`config.mk`:
```
export PLATFORM = sky130hd
export DESIGN_NAME = pwm_ramp_ctrl
export DESIGN_NICKNAME = d
export VERILOG_FILES = /design/src/rtl/pwm_ramp_ctrl.sv
export SDC_FILE = /design/constraint.sdc
export NUM_CORES = 1
export LEC_CHECK = 0
export BUFFER_PORTS_ARGS = -buffer_cell sky130_fd_sc_hd__buf_4
export CELL_PAD_IN_SITES_DETAIL_PLACEMENT = 1
export CELL_PAD_IN_SITES_GLOBAL_PLACEMENT = 2
export CORE_ASPECT_RATIO = 1.25
export CORE_MARGIN = 10
export CORE_UTILIZATION = 37
export DETAILED_ROUTE_END_ITERATION = 8
export HOLD_SLACK_MARGIN = 0.15
export PLACE_DENSITY_LB_ADDON = 0.1
export REMOVE_ABC_BUFFERS = 1
export SKIP_LAST_GASP = 1
export SLEW_MARGIN = 20
export SYNTH_ARGS = -nofsm -noshare
export SYNTH_HDL_FRONTEND = slang
export SYNTH_SLANG_ARGS = --single-unit
export TNS_END_PERCENT = 100
```
`constraint.sdc`:
```
create_clock -name clk -period 4.9 [get_ports clk]
set_input_delay 0.49 -clock clk [delete_from_list [all_inputs] [get_ports clk]]
set_output_delay 0.49 -clock clk [all_outputs]
set_load 0.01 [all_outputs]
```
`src/rtl/pwm_ramp_ctrl.sv`:
```
// ============================================================================
// Module      : pwm_ramp_ctrl
// Description : Soft-start/fade sequencer that slews the PWM duty toward a
//               commanded target, changing it only on PWM period boundaries.
//               Optional feature macro: PWM_RAMP_RETARGET_EN (accept commands
//               while ramping and retarget from the current duty).
// Revision    : 1.0 - initial release
// ============================================================================
`default_nettype none

module pwm_ramp_ctrl #(
    parameter int R  = 10,
    parameter int RW = 8
) (
    input  logic          clk,
    input  logic          rst,
    input  logic [31:0]   dvsr,
    input  logic          cmd_valid,
    output logic          cmd_ready,
    input  logic [R:0]    cmd_target,
    input  logic [R-1:0]  cmd_step,
    input  logic [RW-1:0] cmd_rate,
    output logic [R:0]    duty_out,
    output logic          busy,
    output logic          done,
    output logic          period_end
);

    localparam logic [1:0]   S_IDLE     = 2'd0;
    localparam logic [1:0]   S_UP       = 2'd1;
    localparam logic [1:0]   S_DOWN     = 2'd2;
    localparam logic [R:0]   DUTY_MAX   = {1'b1, {R{1'b0}}};
    localparam logic [R-1:0] PHASE_LAST = '1;

    logic [1:0]    state_q, state_d;
    logic [31:0]   q_q, q_d;
    logic [R-1:0]  phase_q, phase_d;
    logic [RW-1:0] pcnt_q, pcnt_d;
    logic [RW-1:0] rate_q, rate_d;
    logic [R-1:0]  step_q, step_d;
    logic [R:0]    tgt_q, tgt_d;
    logic [R:0]    duty_q, duty_d;
    logic          done_q, done_d;

    logic          tick;
    logic          accept;
    logic [R:0]    tgt_new;
    logic [R+1:0]  up_sum;
    logic [R:0]    up_val;
    logic [R:0]    down_gap;
    logic [R:0]    down_val;
    logic [R:0]    stepped;

    // Timebase mirrors the PWM generator so period_end lines up with its wrap
    assign tick       = (q_q == 32'd0);
    assign period_end = tick & (phase_q == PHASE_LAST);
    assign q_d        = (q_q == dvsr) ? 32'd0 : q_q + 32'd1;
    assign phase_d    = tick ? phase_q + 1'b1 : phase_q;

    assign accept  = cmd_valid & cmd_ready;
    assign tgt_new = (cmd_target > DUTY_MAX) ? DUTY_MAX : cmd_target;

    // Extra headroom bit keeps duty+step from wrapping before the clamp
    assign up_sum   = {1'b0, duty_q} + {2'b00, step_q};
    assign up_val   = (up_sum >= {1'b0, tgt_q}) ? tgt_q : up_sum[R:0];
    assign down_gap = duty_q - tgt_q;
    assign down_val = (down_gap <= {1'b0, step_q}) ? tgt_q : duty_q - {1'b0, step_q};
    assign stepped  = (state_q == S_UP) ? up_val : down_val;

    assign duty_out = duty_q;
    assign done     = done_q;

    // State register
    always_ff @(posedge clk or posedge rst) begin
        if (rst) begin
            state_q <= S_IDLE;
        end else begin
            state_q <= state_d;
        end
    end

    always_ff @(posedge clk or posedge rst) begin
        if (rst) begin
            q_q     <= 32'd0;
            phase_q <= '0;
            pcnt_q  <= '0;
            rate_q  <= '0;
            step_q  <= '0;
            tgt_q   <= '0;
            duty_q  <= '0;
            done_q  <= 1'b0;
        end else begin
            q_q     <= q_d;
            phase_q <= phase_d;
            pcnt_q  <= pcnt_d;
            rate_q  <= rate_d;
            step_q  <= step_d;
            tgt_q   <= tgt_d;
            duty_q  <= duty_d;
            done_q  <= done_d;
        end
    end

    // Next-state and ramp datapath
    always_comb begin
        state_d = state_q;
        pcnt_d  = pcnt_q;
        rate_d  = rate_q;
        step_d  = step_q;
        tgt_d   = tgt_q;
        duty_d  = duty_q;
        done_d  = 1'b0;
        if (accept) begin
            // A new command takes priority over a coincident step
            tgt_d  = tgt_new;
            step_d = (cmd_step == '0) ? {{(R-1){1'b0}}, 1'b1} : cmd_step;
            rate_d = (cmd_rate == '0) ? {{(RW-1){1'b0}}, 1'b1} : cmd_rate;
            pcnt_d = '0;
            if (tgt_new == duty_q) begin
                state_d = S_IDLE;
                done_d  = 1'b1;
            end else if (tgt_new > duty_q) begin
                state_d = S_UP;
            end else begin
                state_d = S_DOWN;
            end
        end else if ((state_q == S_UP) || (state_q == S_DOWN)) begin
            if (period_end) begin
                if (pcnt_q == rate_q - {{(RW-1){1'b0}}, 1'b1}) begin
                    pcnt_d = '0;
                    duty_d = stepped;
                    if (stepped == tgt_q) begin
                        state_d = S_IDLE;
                        done_d  = 1'b1;
                    end
                end else begin
                    pcnt_d = pcnt_q + 1'b1;
                end
            end
        end else begin
            state_d = S_IDLE;
        end
    end

    // Outputs
    always_comb begin
        busy = (state_q == S_UP) || (state_q == S_DOWN);
`ifdef PWM_RAMP_RETARGET_EN
        cmd_ready = 1'b1;
`else
        cmd_ready = (state_q == S_IDLE);
`endif
    end

endmodule

`default_nettype wire

```
## Word-level counts from Yosys, hierarchy flattened

Cells that the tools add are included.

- Register bits after elaboration: 93
- Bits in latches: 0
- Bits in writable memories: 0
- ROM bits: 0
- Bits of input ports: 64
- Output and inout port bits: 15
- Logic and storage cells: 67
- Memories: 0

- Add/sub/neg operators: 7
- $mul: 0
- Div/mod/pow operators: 0
- $lt $le $gt $ge: 4
- Equal/unequal tests: 10
- Shift-type cells: 0
- Mux-type cells: 24
- Bitwise logic cells: 3
- Reduce and logical (&&, ||, !) cells: 10

Operators by type and width:

| operator | number |
|---|---|
| $mux W11 | 4 |
| $mux W8 | 5 |
| $add A32 B1 Y32 const B | 1 |
| $eq A32 B32 Y1 | 1 |
| $logic_not A32 Y1 | 1 |
| $mux W32 | 1 |
| $eq A11 B11 Y1 | 2 |
| $mux W2 | 7 |
| $add A11 B10 Y12 | 1 |
| $ge A12 B11 Y1 | 1 |
| $gt A11 B11 Y1 | 1 |
| $gt A11 B11 Y1 const B | 1 |
| $le A11 B10 Y1 | 1 |
| $sub A11 B10 Y11 | 1 |
| $sub A11 B11 Y11 | 1 |
| $add A10 B1 Y10 const B | 1 |
| $eq A10 B10 Y1 const B | 1 |
| $logic_not A10 Y1 | 1 |
| $mux W10 | 1 |
| $ne A3 B1 Y1 const B | 3 |
| $add A8 B1 Y8 const B | 1 |
| $eq A8 B8 Y1 | 1 |
| $logic_not A8 Y1 | 1 |
| $sub A8 B1 Y8 const B | 1 |
| other kinds (11) | 18 |

## Longest topological paths before layout

Gate-level depths: netlist of the first run.

- Depth after elaboration: 10
- Depth in mapped cells: 20
- Depth with buffers taken out: 19

## Worst setup path after synthesis of the first run

OpenSTA, ideal clock, no wires.

- Path kind: reg2reg
- From: reg duty_q[1], in the netlist duty_out[1]
- To: reg duty_q[3], in the netlist duty_out[3]
- Library setup time: 0.133 ns
- Arrival: 3.992 ns
- Data required time: 4.767 ns
- Slack: 0.775 ns
- Cell stages (with the launch flop): 16
- Buffers on the path: 1
- Period minus slack after synthesis: 4.125 ns
- Cell sequence: dfrtp_1 -> inv_1 -> fa_1 -> o21bai_1 -> a21oi_1 -> a31oi_1 -> xnor2_1 -> ha_1 -> a211o_1 -> a2111oi_0 -> nor3_1 -> a2111oi_4 -> buf_4 -> nor2_1 -> a211oi_1 -> a21oi_1

- Cells in the longest elaborated chain, start to end: 4
- Elaborated cells between the ends (all ways): 8
- Classes of those cells: add/sub: 3; order compare: 2; mux: 3

Ends and longest elaborated chain:

| what | RTL line | text |
|---|---|---|
| from (decl) | 42 | `logic [R:0] duty_q, duty_d;` |
| from (signal assigned) | 99 | `duty_q <= duty_d;` |
| $add A11 B10 Y12 / $sub A11 B11 Y11 (equally long branches) | 64, 66 |  |
| $ge A12 B11 Y1 / $le A11 B10 Y1 (equally long branches) | 65, 67 |  |
| $mux W11, on equally long branches | 65, 67 |  |
| $mux W11 (*) | 68 | `assign stepped = (state_q == S_UP) ? up_val : down_val;` |

Mark *: on every way between the ends. The rest lies on a longest branch, timed or not.
A chain may end at the register's enable or synchronous reset.

## Worst setup path in the final report of the first run

- From: reg step_q[0]
- To: reg state_q[1]

- Cells in the longest elaborated chain, start to end: 7
- Elaborated cells between the ends (all ways): 10
- Classes of those cells: add/sub: 2; order compare: 2; eq/ne: 2; mux: 3; reduce/logical: 1

Ends and longest elaborated chain:

| what | RTL line | text |
|---|---|---|
| from (decl) | 40 | `logic [R-1:0] step_q, step_d;` |
| from (signal assigned) | 97 | `step_q <= step_d;` |
| $add A11 B10 Y12 | 64 | `assign up_sum = {1'b0, duty_q} + {2'b00, step_q};` |
| $ge A12 B11 Y1 | 65 | `assign up_val = (up_sum >= {1'b0, tgt_q}) ? tgt_q : up_sum[R:0];` |
| $mux W11 | 65 |  |
| $mux W11 (*) | 68 |  |
| $eq A11 B11 Y1 (*) | 132 | `if (stepped == tgt_q) begin` |
| $ne A3 B1 Y1 (no line) (*) | - |  |
| $reduce_and A3 Y1 (no line) (*) | - |  |
| to (signal assigned) | 78 | `state_q <= state_d;` |
| to (decl) | 35 | `logic [1:0] state_q, state_d;` |

Marks and branches as above.

==> results of run 1 <==
## flip-flops by register name, indices dropped and copies added, names as in the netlist, 2 cells and up
signal / cells
step_q: 10
state_q: 2
q_q: 32
pcnt_q: 8
phase_q: 10
duty_out: 11
rate_q: 8
tgt_q: 11
## area by class of cell
class / instances / area (um2)
Fill cell: 2425 / 11500
Inverter: 66 / 250
Sequential cell: 93 / 2330
Clock buffer: 10 / 229
Multi-Input combinational cell: 696 / 4970
Timing Repair Buffer: 91 / 683
Clock inverter: 6 / 50.0
Tap cell: 270 / 338
## worst min-delay path by stage
stage                     startpoint         end  slack [ns]  depth (start not counted)
after floorplan           phase_q[9]  phase_q[9]        0.44                          1
after global placement    phase_q[9]  phase_q[9]        0.45                          1
after detailed placement  phase_q[9]  phase_q[9]        0.47                          1
after CTS                        rst     q_q[16]        0.23                          2
after global routing             rst     q_q[16]        0.26                          2
final                            rst     q_q[22]        0.21                          2
## routing by layer
| metal | vias to the layer above | part of all wire | global-route usage |
|---|---|---|---|
| met5 | - | 0.00051 | 0 |
| met4 | 2 | 0.025 | 0.0645 |
| met3 | 34 | 0.033 | 0.0343 |
| met2 | 98 | 0.54 | 0.352 |
| met1 | 3439 | 0.40 | 0.216 |
| li1 | 3254 | - | - |
## metrics by stage
step	total power (uW)	instance area (um2)	hold slack [ns]	TNS [ns]	cells
3_5_place_dp	3090	8540	0.465	-0.165	1216
4_1_cts	3820	8820	0.234	0	1232
3_3_place_gp	3040	8540	0.453	-0.0147	1216
6_report	3830	8840	0.206	0	1232
5_1_grt	4110	8840	0.260	0	1232
2_1_floorplan	2380	7510	0.438	0	855
## power groups by stage
| stage | combinational, uW | sequential [uW] | clock [uW] |
|---|---|---|---|
| 3_5_place_dp | 2130 | 955 | 0 |
| 2_1_floorplan | 1450 | 929 | 0 |
| 5_1_grt | 2410 | 954 | 755 |
| 3_3_place_gp | 2090 | 950 | 0 |
| 4_1_cts | 2160 | 941 | 725 |
| 6_report | 2180 | 941 | 709 |
## worst max-delay path, cell delays in order, from the launching register on
cell and delay (ns):
dfrtp_1 0.45, ha_1 0.23, inv_1 0.06, fa_1 0.48
o21bai_2 0.26, a21oi_1 0.16, a31oi_1 0.36, buf_4 0.19
a21oi_1 0.06, o21bai_1 0.31, xnor2_1 0.17, ha_1 0.25
o21ai_0 0.13, nor3_1 0.14, a2111oi_4 0.36, buf_4 0.30
o41ai_1 0.18, and4_1 0.27, o2bb2ai_1 0.16
## cell usage after synthesis, types with 11 or more instances
| master | number | area share |
|---|---|---|
| a21oi_1 | 43 | 0.028 |
| clkbuf_1 | 26 | 0.013 |
| dfrtp_1 | 93 | 0.30 |
| ha_1 | 69 | 0.11 |
| inv_1 | 64 | 0.031 |
| mux2_2 | 11 | 0.016 |
| nand2_1 | 70 | 0.034 |
| nand3_1 | 28 | 0.018 |
| nand4_1 | 20 | 0.016 |
| nor2_1 | 65 | 0.032 |
| nor2b_1 | 23 | 0.019 |
| nor3_1 | 20 | 0.013 |
| nor4_1 | 20 | 0.016 |
| o21ai_0 | 51 | 0.033 |
| xnor2_1 | 51 | 0.058 |
| xor2_1 | 70 | 0.080 |
## repair_timing
| item | in CTS | in global routing |
|---|---|---|
| pin swaps | 0 | 0 |
| buffers inserted | 0 | 0 |
| gates resized for setup | 2 | 4 |
| setup endpoints to repair | 5 | 11 |
## cell families (layout without fill, tap and decap cells)
group	count (synthesis)	after routing	synth area share
fa+ha+maj	72	72	0.120
compound gates	190	190	0.165
xor+xnor	121	121	0.138
simple gates	299	299	0.199
mux	14	14	0.0200
buf+inv	102	173	0.0564
flops	93	93	0.302
==> qor.txt, run 1 <==
Critical Path AT = 4.87 ns
status = finished clean
f_max = 218 MHz
# IOs = 79
pin count of the biggest net entering global routing = 52
Worst R2R Setup Slack = 0.31 ns
Syn Inst Count = 891
CTS tree = built
Via-to-Cell Ratio = 5.54
critical path type = flop to flop
Final ANT Viol Nets = 0
worst-margin pin slew = 0.971 ns
library cells used by synthesis = 73
end point of the critical path = state_q[1]
YS warnings = 0
vias in the first global route = 7,628
core area = 20,300 um2
clock sink count = 93
Seq/Total Area, Yosys = 0.302
row count = 58
Num CTS Buffers = 9
initial core utilization = 0.379
path depth of the worst reg2reg path = 18
Logic pwr share = 0.569
Worst Path Required = 5.18 ns
final HPWL from detailed placement = 20,500 um
Net count, final = 1,093
Pint = 2080 uW
Core Util, Final = 0.435
WL final = 25,700 um
flops & latches, synth = 93
Pleak = 0.00391 uW
Skew-Pair Late Insertion Delay = 0.36 ns
gpl congestion = 0.908
Via Count = 6,827
count of input and output buffers = 78
Worst R2R Start = step_q[0]
RSZ-0062 raised after global routing = false
sw frac = 0.455
antenna violations before repair = 1
CTS root buffer = clkbuf_16
sw power = 1740 uW
Setup WS post-layout = 0.311 ns
Final Critical Period = 4.59 ns
Die Area = 27,000 um2
area delta synth->final = 14.8%
DR iter-0 viols = 359
Reg power frac = 0.246
Setup WS pre-CTS = -0.0773 ns
final-report hold violation count = 0
ANT cells = 0
PwrDens = 433 nW/um2
EDFF count, synth = 0
commonest non-fill, non-tap cells in the layout = dfrtp_1 (93), buf_4 (91), nand2_1 (70), xor2_1 (70), ha_1 (69)
Hold Buf Count CTS = 0
Cell Area, Synth = 7700 um2
per-cell routed wire length = 20.9 um
Setup-failing EPs final = 0
grt ovf = 0
Worst Skew = 0.0120 ns
drt pass-1 iters = 4
die width = 149 um
crit-path max FO = 17
H-tree levels = 3
peak supply drop = 0.000184 V
Slew Viols, Final = 0
fin crit share = 0.936
Slew headroom = 0.353
ys async rst share = 1.00
Max clock buf depth = 2
mean area per synthesized cell = 8.64 um2
Setup crit end kind = flop
Setup crit start kind = flop
Worst Setup SP = step_q[0]
commonest non-fill, non-tap cell in the layout = dfrtp_1
reg-to-reg endpoint = state_q[1]
DR DRC count = 0
max cap viols = 0
clock share of power = 0.185
CTS clk-pin slew, worst paths = 0.08 ns
share of cells above drive strength 1 = 0.148
top_reg_cell synth = dfrtp_1
gr usage total = 0.192
Worst Hold Class = input pin to asynchronous set/reset pin
global-route wire length before repair = 41,300 um
Die H = 181 um
No activity file was read; power rests on OpenSTA's default activity.
==> run 2: changes to the inputs <==
--- a/config.mk
+++ b/config.mk
@@ -7,12 +7,9 @@
 export LEC_CHECK = 0
 export BUFFER_PORTS_ARGS = -buffer_cell sky130_fd_sc_hd__buf_4
-export CELL_PAD_IN_SITES_DETAIL_PLACEMENT = 1
-export CELL_PAD_IN_SITES_GLOBAL_PLACEMENT = 2
 export CORE_ASPECT_RATIO = 1.25
 export CORE_MARGIN = 10
-export CORE_UTILIZATION = 37
+export CORE_UTILIZATION = 45
 export DETAILED_ROUTE_END_ITERATION = 8
 export HOLD_SLACK_MARGIN = 0.15
-export PLACE_DENSITY_LB_ADDON = 0.1
 export REMOVE_ABC_BUFFERS = 1
 export SKIP_LAST_GASP = 1
==> constraint.sdc (replaced) <==
create_clock -name clk -period 4.9 [get_ports clk]
set_input_delay 0.49 -clock clk [delete_from_list [all_inputs] [get_ports clk]]
set_output_delay 0.49 -clock clk [all_outputs]
set_load 0.005 [all_outputs]
==> qor.txt, run 2 (synthesis results as in run 1) <==
status = finished clean
initial core utilization = 0.457 (+0.0782)
final HPWL from detailed placement = 16,800 um (-18%)
global-route wire length before repair = 35,000 um (-15%)
ANT cells = 0 (unchanged)
Buf+Inv Stages, Crit Path = 1 (-2)
critical path type = flop to flop
Num CTS Buffers = 9 (unchanged)
sw power = 1610 uW (-7.7%)
vias in the first global route = 6,843 (-10%)
Final ANT Viol Nets = 0 (unchanged)
CTS root buffer = clkbuf_16
Hold Buf Count CTS = 0 (unchanged)
# IOs = 79 (unchanged)
final-report hold violation count = 0 (unchanged)
DR DRC count = 0 (unchanged)
crit-path max FO = 17 (unchanged)
Logic pwr share = 0.545 (-0.024)
sw frac = 0.426 (-0.0295)
Worst Path Required = 5.18 ns (about the same)
antenna violations before repair = 0 (-1)
Die H = 166 um (-8.3%)
Net count, final = 1,090 (-0.27%)
worst-margin pin slew = 0.855 ns (-0.115 ns)
clock sink count = 93 (unchanged)
Core Util, Final = 0.521 (+0.0862)
CP delay by family, top = compound AO/OA/AOI/OAI gates
setup total negative slack = 0 ns (unchanged)
slowest stage delay, CP = 0.48 ns (about the same)
per-cell routed wire length = 18.2 um (-13%)
Max clock buf depth = 2 (unchanged)
PwrDens = 430 nW/um2 (-0.66%)
share of cells above drive strength 1 = 0.141 (-0.00669)
area delta synth->final = 14.1%
gpl congestion = 0.910 (+0.17%)
Via-to-Cell Ratio = 5.61 (+1.2%)
CP cell instances = ha_1 -> nor2b_1 -> or3_1 -> o31ai_1 -> xnor2_1 -> ha_1 -> a21o_1 -> a211o_1 -> a2111oi_0 -> nor3_1 -> a2111oi_4 -> buf_4 -> o41ai_1 -> and4_1 -> o2bb2ai_1
crit path max-delay cell type = ha_1
commonest non-fill, non-tap cell in the layout = dfrtp_1
drt pass-1 iters = 5 (+1)
Critical Path AT = 4.82 ns (-0.05 ns)
row count = 53 (-8.6%)
fin crit share = 0.926 (-0.0102)
Worst Skew = 0.00900 ns (-0.00300 ns)
max cap viols = 0 (unchanged)
clock share of power = 0.207 (+0.022)
Via Count = 6,603 (-3.3%)
DR iter-0 viols = 416 (+16%)
FILL cells = 1,659 (-32%)
grt ovf = 0 (unchanged)
most flop-heavy register = q_q
Slew headroom = 0.427 (+0.0744)
Slew Viols, Final = 0 (unchanged)
RSZ-0062 raised after global routing = false
Worst Hold Class = input pin to asynchronous set/reset pin
Reg power frac = 0.248 (+0.002)
Setup crit end kind = flop
Pint = 2170 uW (+4.0%)
Die Area = 22,800 um2 (-16%)
WL final = 21,400 um (-17%)
core area = 16,800 um2 (-17%)
Pleak = 0.00390 uW (-0.28%)
gr usage total = 0.191 (-0.000839)
Setup crit start kind = flop
CTS tree = built
count of input and output buffers = 78 (unchanged)
peak supply drop = 0.000235 V (+28%)
H-tree levels = 3 (unchanged)
die width = 137 um (-8.1%)
Skew-Pair Late Insertion Delay = 0.35 ns (about the same)
Final Critical Period = 4.54 ns (-0.0501 ns)
CTS clk-pin slew, worst paths = 0.07 ns (about the same)
most frequent CP cell = ha_1
Setup-failing EPs final = 0 (unchanged)
commonest non-fill, non-tap cells in the layout = dfrtp_1 (93), buf_4 (88), nand2_1 (70), xor2_1 (70), ha_1 (69)
pin count of the biggest net entering global routing = 64 (+23%)
max reg flops = 32 (unchanged)
f_max = 220 MHz (+1.1%)
[run 2: path summary, 6_finish.rpt]
| check | from | end | slack, ns | depth (start not counted) |
|---|---|---|---|---|
| worst min register to register | phase_q[6] | phase_q[6] | 0.47 | 1 |
| worst max-delay path | duty_out[6] | state_q[1] | 0.36 | 15 |
| worst max register to register | duty_out[6] | state_q[1] | 0.36 | 15 |
| max in group asynchronous | rst | step_q[1] | 3.67 | 3 |
| worst min-delay path | rst | rate_q[1] | 0.28 | 2 |
| min in group clk | cmd_rate[5] | rate_q[5] | 0.34 | 3 |
[run 2: layer usage]
layer / global-route usage / part of all wire / up-vias / routed length, um
met3: 0.0357 / 0.044 / 34 / 934
li1: - / - / 3257 / -
met2: 0.320 / 0.50 / 158 / 10700
met4: 0.0689 / 0.027 / 0 / 580
met1: 0.236 / 0.43 / 3154 / 9210
met5: 0 / 0 / - / 0
[run 2: layout make-up]
| type | instances | area, um2 | area share |
|---|---|---|---|
| clock buffer | 10 | 239 | 0.0272 |
| inverter | 66 | 250 | 0.0285 |
| timing repair buffer | 88 | 661 | 0.0752 |
| sequential | 93 | 2330 | 0.265 |
| clock inverter | 5 | 83.8 | 0.00954 |
| tap | 220 | 275 | 0.0313 |
| multi-input combinational | 696 | 4950 | 0.563 |
[run 2: worst register-to-register path, cell delays in order (launching register included)]
cell and delay, ns:
dfrtp_1 0.46, ha_1 0.48, nor2b_1 0.12, or3_1 0.36, o31ai_1 0.36, xnor2_1 0.24, ha_1 0.31, a21o_1 0.16
a211o_1 0.31, a2111oi_0 0.37, nor3_1 0.14, a2111oi_4 0.34, buf_4 0.29, o41ai_1 0.15, and4_1 0.24, o2bb2ai_1 0.13
[run 2: per-stage QoR]
| step | instances | instance area (um2) | hold slack, ns | total power, uW | setup slack, ns |
|---|---|---|---|---|---|
| floorplan | 855 | 7510 | 0.438 | 2370 | 0.563 |
| global placement | 1162 | 8450 | 0.453 | 2960 | 0.394 |
| detailed placement | 1162 | 8450 | 0.459 | 2970 | 0.265 |
| CTS | 1177 | 8770 | 0.321 | 3770 | 0.241 |
| global route | 1178 | 8780 | 0.349 | 4070 | 0.00610 |
| finish | 1178 | 8780 | 0.283 | 3780 | 0.361 |
[run 2: repair_timing]
item | CTS | global route
resized for setup | 0 | 2
endpoints found under the setup margin | 0 | 5
buffers inserted | 0 | 1
[run 2: power by group through the flow]
stage / registers, uW / clock network, uW / logic [uW]
floorplan: 928 / 0 / 1450
global placement: 947 / 0 / 2020
detailed placement: 948 / 0 / 2020
CTS: 934 / 802 / 2030
global route: 948 / 832 / 2290
finish: 935 / 782 / 2060
